<file path="config.mk">
export PLATFORM = sky130hd
export DESIGN_NAME = memory2_stage
export DESIGN_NICKNAME = d
export VERILOG_FILES = /design/src/rtl/memory2_stage_pkg.sv /design/src/rtl/memory2_stage_load_align.sv /design/src/rtl/memory2_stage.sv
export SDC_FILE = /design/constraint.sdc
export NUM_CORES = 1
export LEC_CHECK = 0
export CAP_MARGIN = 15
export CORE_MARGIN = 2
export CORE_UTILIZATION = 40
export CTS_BUF_LIST = sky130_fd_sc_hd__clkbuf_16
export CTS_CLUSTER_DIAMETER = 200
export DETAILED_ROUTE_END_ITERATION = 12
export PLACE_DENSITY_LB_ADDON = 0.15
export SLEW_MARGIN = 20
export SYNTH_ARGS = -nofsm -noshare
export SYNTH_HDL_FRONTEND = slang
export SYNTH_SLANG_ARGS = --single-unit
</file>
<file path="constraint.sdc">
create_clock -name clk -period 1.7 [get_ports clk]
set_input_delay 0.34 -clock clk [delete_from_list [all_inputs] [get_ports clk]]
set_output_delay 0.34 -clock clk [all_outputs]
set_load 0.05 [all_outputs]
</file>
<file path="src/rtl/memory2_stage_pkg.sv">
// Shared codes for the Memory2 stage: memory op, access size, FSM states.
package memory2_stage_pkg;

    localparam logic [1:0] MEM_NONE  = 2'b00;
    localparam logic [1:0] MEM_LOAD  = 2'b01;
    localparam logic [1:0] MEM_STORE = 2'b10;

    localparam logic [1:0] SZ_BYTE = 2'b00;
    localparam logic [1:0] SZ_HALF = 2'b01;
    localparam logic [1:0] SZ_WORD = 2'b10;
    localparam int         NL_UNSIGNED_BIT = 2;

    typedef enum logic [1:0] {
        IDLE  = 2'b00,
        WAIT  = 2'b01,
        DRAIN = 2'b10
    } mem2_state_t;

    // Size 11 is treated as a word access everywhere.
    function automatic logic is_misaligned(input logic [1:0] size, input logic [1:0] addr);
        if (size == SZ_BYTE)
            return 1'b0;
        else if (size == SZ_HALF)
            return addr[0];
        else
            return addr != 2'b00;
    endfunction

endpackage

</file>
<file path="src/rtl/memory2_stage_load_align.sv">
// Selects the addressed byte/half/word from a DCache word and sign/zero-extends it.
module load_align
    import memory2_stage_pkg::*;
(
    input  logic [31:0] rdata,
    input  logic [1:0]  addr,
    input  logic [1:0]  size,
    input  logic        is_unsigned,
    output logic [31:0] data
);

    logic [7:0]  byte_sel;
    logic [15:0] half_sel;

    always_comb begin
        byte_sel = rdata[8*addr +: 8];
        half_sel = rdata[16*addr[1] +: 16];
        case (size)
            SZ_BYTE: data = is_unsigned ? {24'h0, byte_sel} : {{24{byte_sel[7]}}, byte_sel};
            SZ_HALF: data = is_unsigned ? {16'h0, half_sel} : {{16{half_sel[15]}}, half_sel};
            default: data = rdata;
        endcase
    end

endmodule

</file>
<file path="src/rtl/memory2_stage.sv">
// Memory2 pipeline stage: waits for DCache response, aligns load data, drives writeback.
// Optional misalignment exception enabled by defining MEM2_MISALIGN_CHECK_EN.
module memory2_stage
    import memory2_stage_pkg::*;
(
    input  logic        clk,
    input  logic        rstn,
    input  logic [31:0] ex_result_RegInput,
    input  logic [4:0]  rd_index_RegInput,
    input  logic [2:0]  number_length_RegInput,
    input  logic [1:0]  memory_rw_RegInput,
    input  logic        writeback_valid_RegInput,
    input  logic        writeback_src_RegInput,
    input  logic        stall_RegInput,
    input  logic        clear_RegInput,
    input  logic [31:0] dcache_rdata,
    input  logic        dcache_resp_valid,
    output logic [31:0] ex_result,
    output logic [4:0]  rd_index,
    output logic [31:0] wb_data,
    output logic        writeback_valid,
    output logic        stall_req,
    output logic        ale
);

    mem2_state_t state;
    logic        valid;
    logic [2:0]  nl_r;
    logic [1:0]  rw_r;
    logic        wbv_r;
    logic        src_r;
    logic [31:0] rdata_r;
    logic [31:0] load_data;
    logic [1:0]  rw_in;
    logic        mis_in;

    // Illegal op code 11 behaves as "no memory op".
    assign rw_in = (memory_rw_RegInput == 2'b11) ? MEM_NONE : memory_rw_RegInput;

`ifdef MEM2_MISALIGN_CHECK_EN
    assign mis_in = (rw_in != MEM_NONE) &&
                    is_misaligned(number_length_RegInput[1:0], ex_result_RegInput[1:0]);
    assign ale    = valid && (rw_r != MEM_NONE) && is_misaligned(nl_r[1:0], ex_result[1:0]);
`else
    assign mis_in = 1'b0;
    assign ale    = 1'b0;
`endif

    always_ff @(posedge clk or negedge rstn) begin
        if (!rstn) begin
            state     <= IDLE;
            valid     <= 1'b0;
            ex_result <= '0;
            rd_index  <= '0;
            nl_r      <= '0;
            rw_r      <= '0;
            wbv_r     <= 1'b0;
            src_r     <= 1'b0;
            rdata_r   <= '0;
        end else begin
            case (state)
                IDLE: begin
                    if (clear_RegInput) begin
                        valid <= 1'b0;
                    end else if (!stall_RegInput) begin
                        valid     <= 1'b1;
                        ex_result <= ex_result_RegInput;
                        rd_index  <= rd_index_RegInput;
                        nl_r      <= number_length_RegInput;
                        rw_r      <= rw_in;
                        wbv_r     <= writeback_valid_RegInput;
                        src_r     <= writeback_src_RegInput;
                        // A misaligned access never issues, so there is nothing to wait for.
                        if (rw_in != MEM_NONE && !mis_in)
                            state <= WAIT;
                    end
                end
                WAIT: begin
                    // The response is accepted regardless of stall_RegInput.
                    if (dcache_resp_valid) begin
                        if (clear_RegInput)
                            valid <= 1'b0;
                        else if (rw_r == MEM_LOAD)
                            rdata_r <= dcache_rdata;
                        state <= IDLE;
                    end else if (clear_RegInput) begin
                        valid <= 1'b0;
                        state <= DRAIN;
                    end
                end
                DRAIN: begin
                    if (dcache_resp_valid)
                        state <= IDLE;
                end
                default: state <= IDLE;
            endcase
        end
    end

    load_align u_load_align (
        .rdata       (rdata_r),
        .addr        (ex_result[1:0]),
        .size        (nl_r[1:0]),
        .is_unsigned (nl_r[NL_UNSIGNED_BIT]),
        .data        (load_data)
    );

    assign wb_data         = src_r ? load_data : ex_result;
    assign stall_req       = (state != IDLE);
    assign writeback_valid = valid && wbv_r && (state == IDLE) && !ale;

endmodule

</file>
==> results.json <==
{
  "synth_top_area_share": 0.496,
  "grt_max_degree": 37,
  "final_area_um2": 6840,
  "fmax_mhz": 424,
  "clock_sinks": 79,
  "slew_viol_final": 0,
  "fin_skew_ps": 7.12,
  "diodes": 0,
  "grt_first_pass_wirelength_um": 19600,
  "required_ps": 1360,
  "crit_type": "flip-flop to output pin",
  "clockBufferDepth": 2,
  "p_leak_nw": 3.02,
  "yosys_warnings": 0,
  "ant_nets": 0,
  "dpl-instance-area_um2": 6270,
  "fin_crit_ps": 2360,
  "num_rows": 36,
  "synth_seq_cells": 79,
  "insertion_delay_ps": 330,
  "final_cell_mix": "buf_4 (93), clkdlybuf4s50_1 (79), dfrtp_1 (75)",
  "yosysSeqAreaShare": 0.496,
  "outcome": "complete, but fails checks",
  "grt_antenna_before_repair": 0,
  "powerDensity_nw_per_um2": 1350,
  "mappedNetlistArea_um2": 3980,
  "wl_per_cell_um": 18.0,
  "drc": 0,
  "cts_max_level": 3,
  "final_common_cell": "buf_4",
  "drive_gt1_frac": 0.494,
  "yosys.area.top_type": "dfrtp_1",
  "vias": 3602,
  "gr-total-overflow": 0,
  "end_kind": "output pin",
  "first_iter_violations": 130,
  "die_x_um": 104,
  "io_pins": 153,
  "critPathLaunchType": "flip-flop",
  "rrSetupSlack_ps": 80,
  "yosys.cell_types.count": 42,
  "final_nets": 622,
  "track_usage": 0.228,
  "rsz0062_at_grt": "true",
  "fp.coreArea_um2": 9730,
  "cts_tree": "built",
  "finalHoldViolCount": 0,
  "finalCritPeriodShare": 1.39,
  "start_util": 0.409,
  "syn2layout_area_growth_pct": 71.8,
  "grt_pass1_vias": 3710,
  "post-route-util": 0.703,
  "routed_via_density": 5.33,
  "setup_viol": 33,
  "setup_ws_ps": -660,
  "cp_max_fo": 7,
  "die-area_um2": 10800,
  "clkTransAtPathRegs_ps": 60,
  "place_congestion": 0.889,
  "yosys-top-cells-area": "dfrtp_1 (50%), mux2_2 (20%), mux2_1 (2.8%)",
  "synth_area_per_cell_um2": 11.8,
  "cp.arrival_ps": 2020,
  "hpwlAfterDp_um": 8970,
  "min_path_type": "input pin to asynchronous set/reset pin",
  "violations": "setup timing",
  "wl_um": 12200,
  "firstDrtPassIters": 4,
  "die_h_um": 104,
  "cts-root-buf": "clkbuf_16",
  "ir_drop_uv": 993,
  "power.total_mw": 9.24,
  "port-buffer-count": 151,
  "syn_inst": 338,
  "setup-tns-final_ps": -18130,
  "cts_made_buffers": 9,
  "syn_nets": 421,
  "cap_violations": 0
}
[worst paths after layout]
check | to | from | cells past startpoint
worst max-delay path | wb_data[1] | ex_result[1] | 7
worst min-delay path | ex_result[18] | rstn | 2
worst max register to register | rdata_r[23] | state[0] | 5
worst min register to register | rd_index[4] | rd_index[4] | 1
max in group asynchronous | nl_r[0] | rstn | 3
min in group clk | rd_index[4] | rd_index[4] | 1
[state kept, by name (all words and copies together) (netlist names)]
name       cells
ex_result     32
rdata_r       32
state          2
valid          1
wbv_r          1
rw_r           2
src_r          1
nl_r           3
rd_index       5
[per-layer routing]
layer	up-vias	GRT usage	wire length, um
met1	1838	0.303	5400
met5	-	0	0
met3	13	0.0453	598
met2	99	0.381	6020
met4	0	0.0656	161
li1	1652	-	-
[cell type report]
type,count,area [um2]
Fill cell,717,2890
Timing Repair Buffer,217,2300
Multi-Input combinational cell,224,2090
Sequential cell,79,1980
Clock buffer,9,225
Tap cell,133,166
Clock inverter,6,52.6
Inverter,8,30.0
[metrics by stage]
stage | hold slack, ps | instances | setup WS, ps
finish | 463 | 676 | -660
global route | 507 | 676 | -699
CTS | 474 | 672 | -631
detailed placement | 280 | 650 | -311
global placement | 283 | 650 | -261
floorplan | 44.4 | 338 | -614
[power by group]
part | switching [mW] | internal [mW] | leakage, nW
logic | 2.61 | 2.14 | 1.89
registers | 0.372 | 2.26 | 0.989
clock network | 0.751 | 1.11 | 0.140
[timing repair]
action / CTS / global route
endpoints found under the hold margin: 23 / 0
hold buffers: 1 / 0
resized for setup: 41 / 7
buffers inserted: 5 / 3
endpoints found under the setup margin: 34 / 33
cloned: 1 / 1
pin swaps: 4 / 1
[cells in the mapped netlist, drive strengths merged]
cell type  count
a211oi         1
a21oi         14
a221oi         6
a22oi         15
a31oi          2
and2           1
and3b          6
buf           16
clkbuf        11
conb           1
dfrtp         79
ha             2
inv            8
mux2          81
mux2i          2
mux4           1
nand2         17
nand2b         2
nand3          3
nand3b         2
nand4b         1
nor2          10
nor2b          8
nor3           6
nor3b          1
nor4           1
o211ai         2
o21a           1
o21ai         23
o221ai         3
o22ai          7
o31ai          1
o41a           1
or2            2
or3            1
[worst max-delay path, cell delays in order (launching register included)]
cell and delay [ps]:
dfrtp_2 450, buf_4 150, buf_8 120, buf_6 120, o41a_1 360, o211ai_1 190, buf_4 160, buf_12 130
[cells by family (layout without fill, tap and decap cells)]
family          Yosys count  after routing  synth area share
mux                      84             84             0.240
flops                    79             79             0.496
compound gates           76             76             0.125
simple gates             61             61            0.0876
buf+inv                  35            240            0.0440
fa+ha+maj                 2              2           0.00628
other cells               1              1          0.000941
Note: power is estimated with default switching activity, not from simulation.
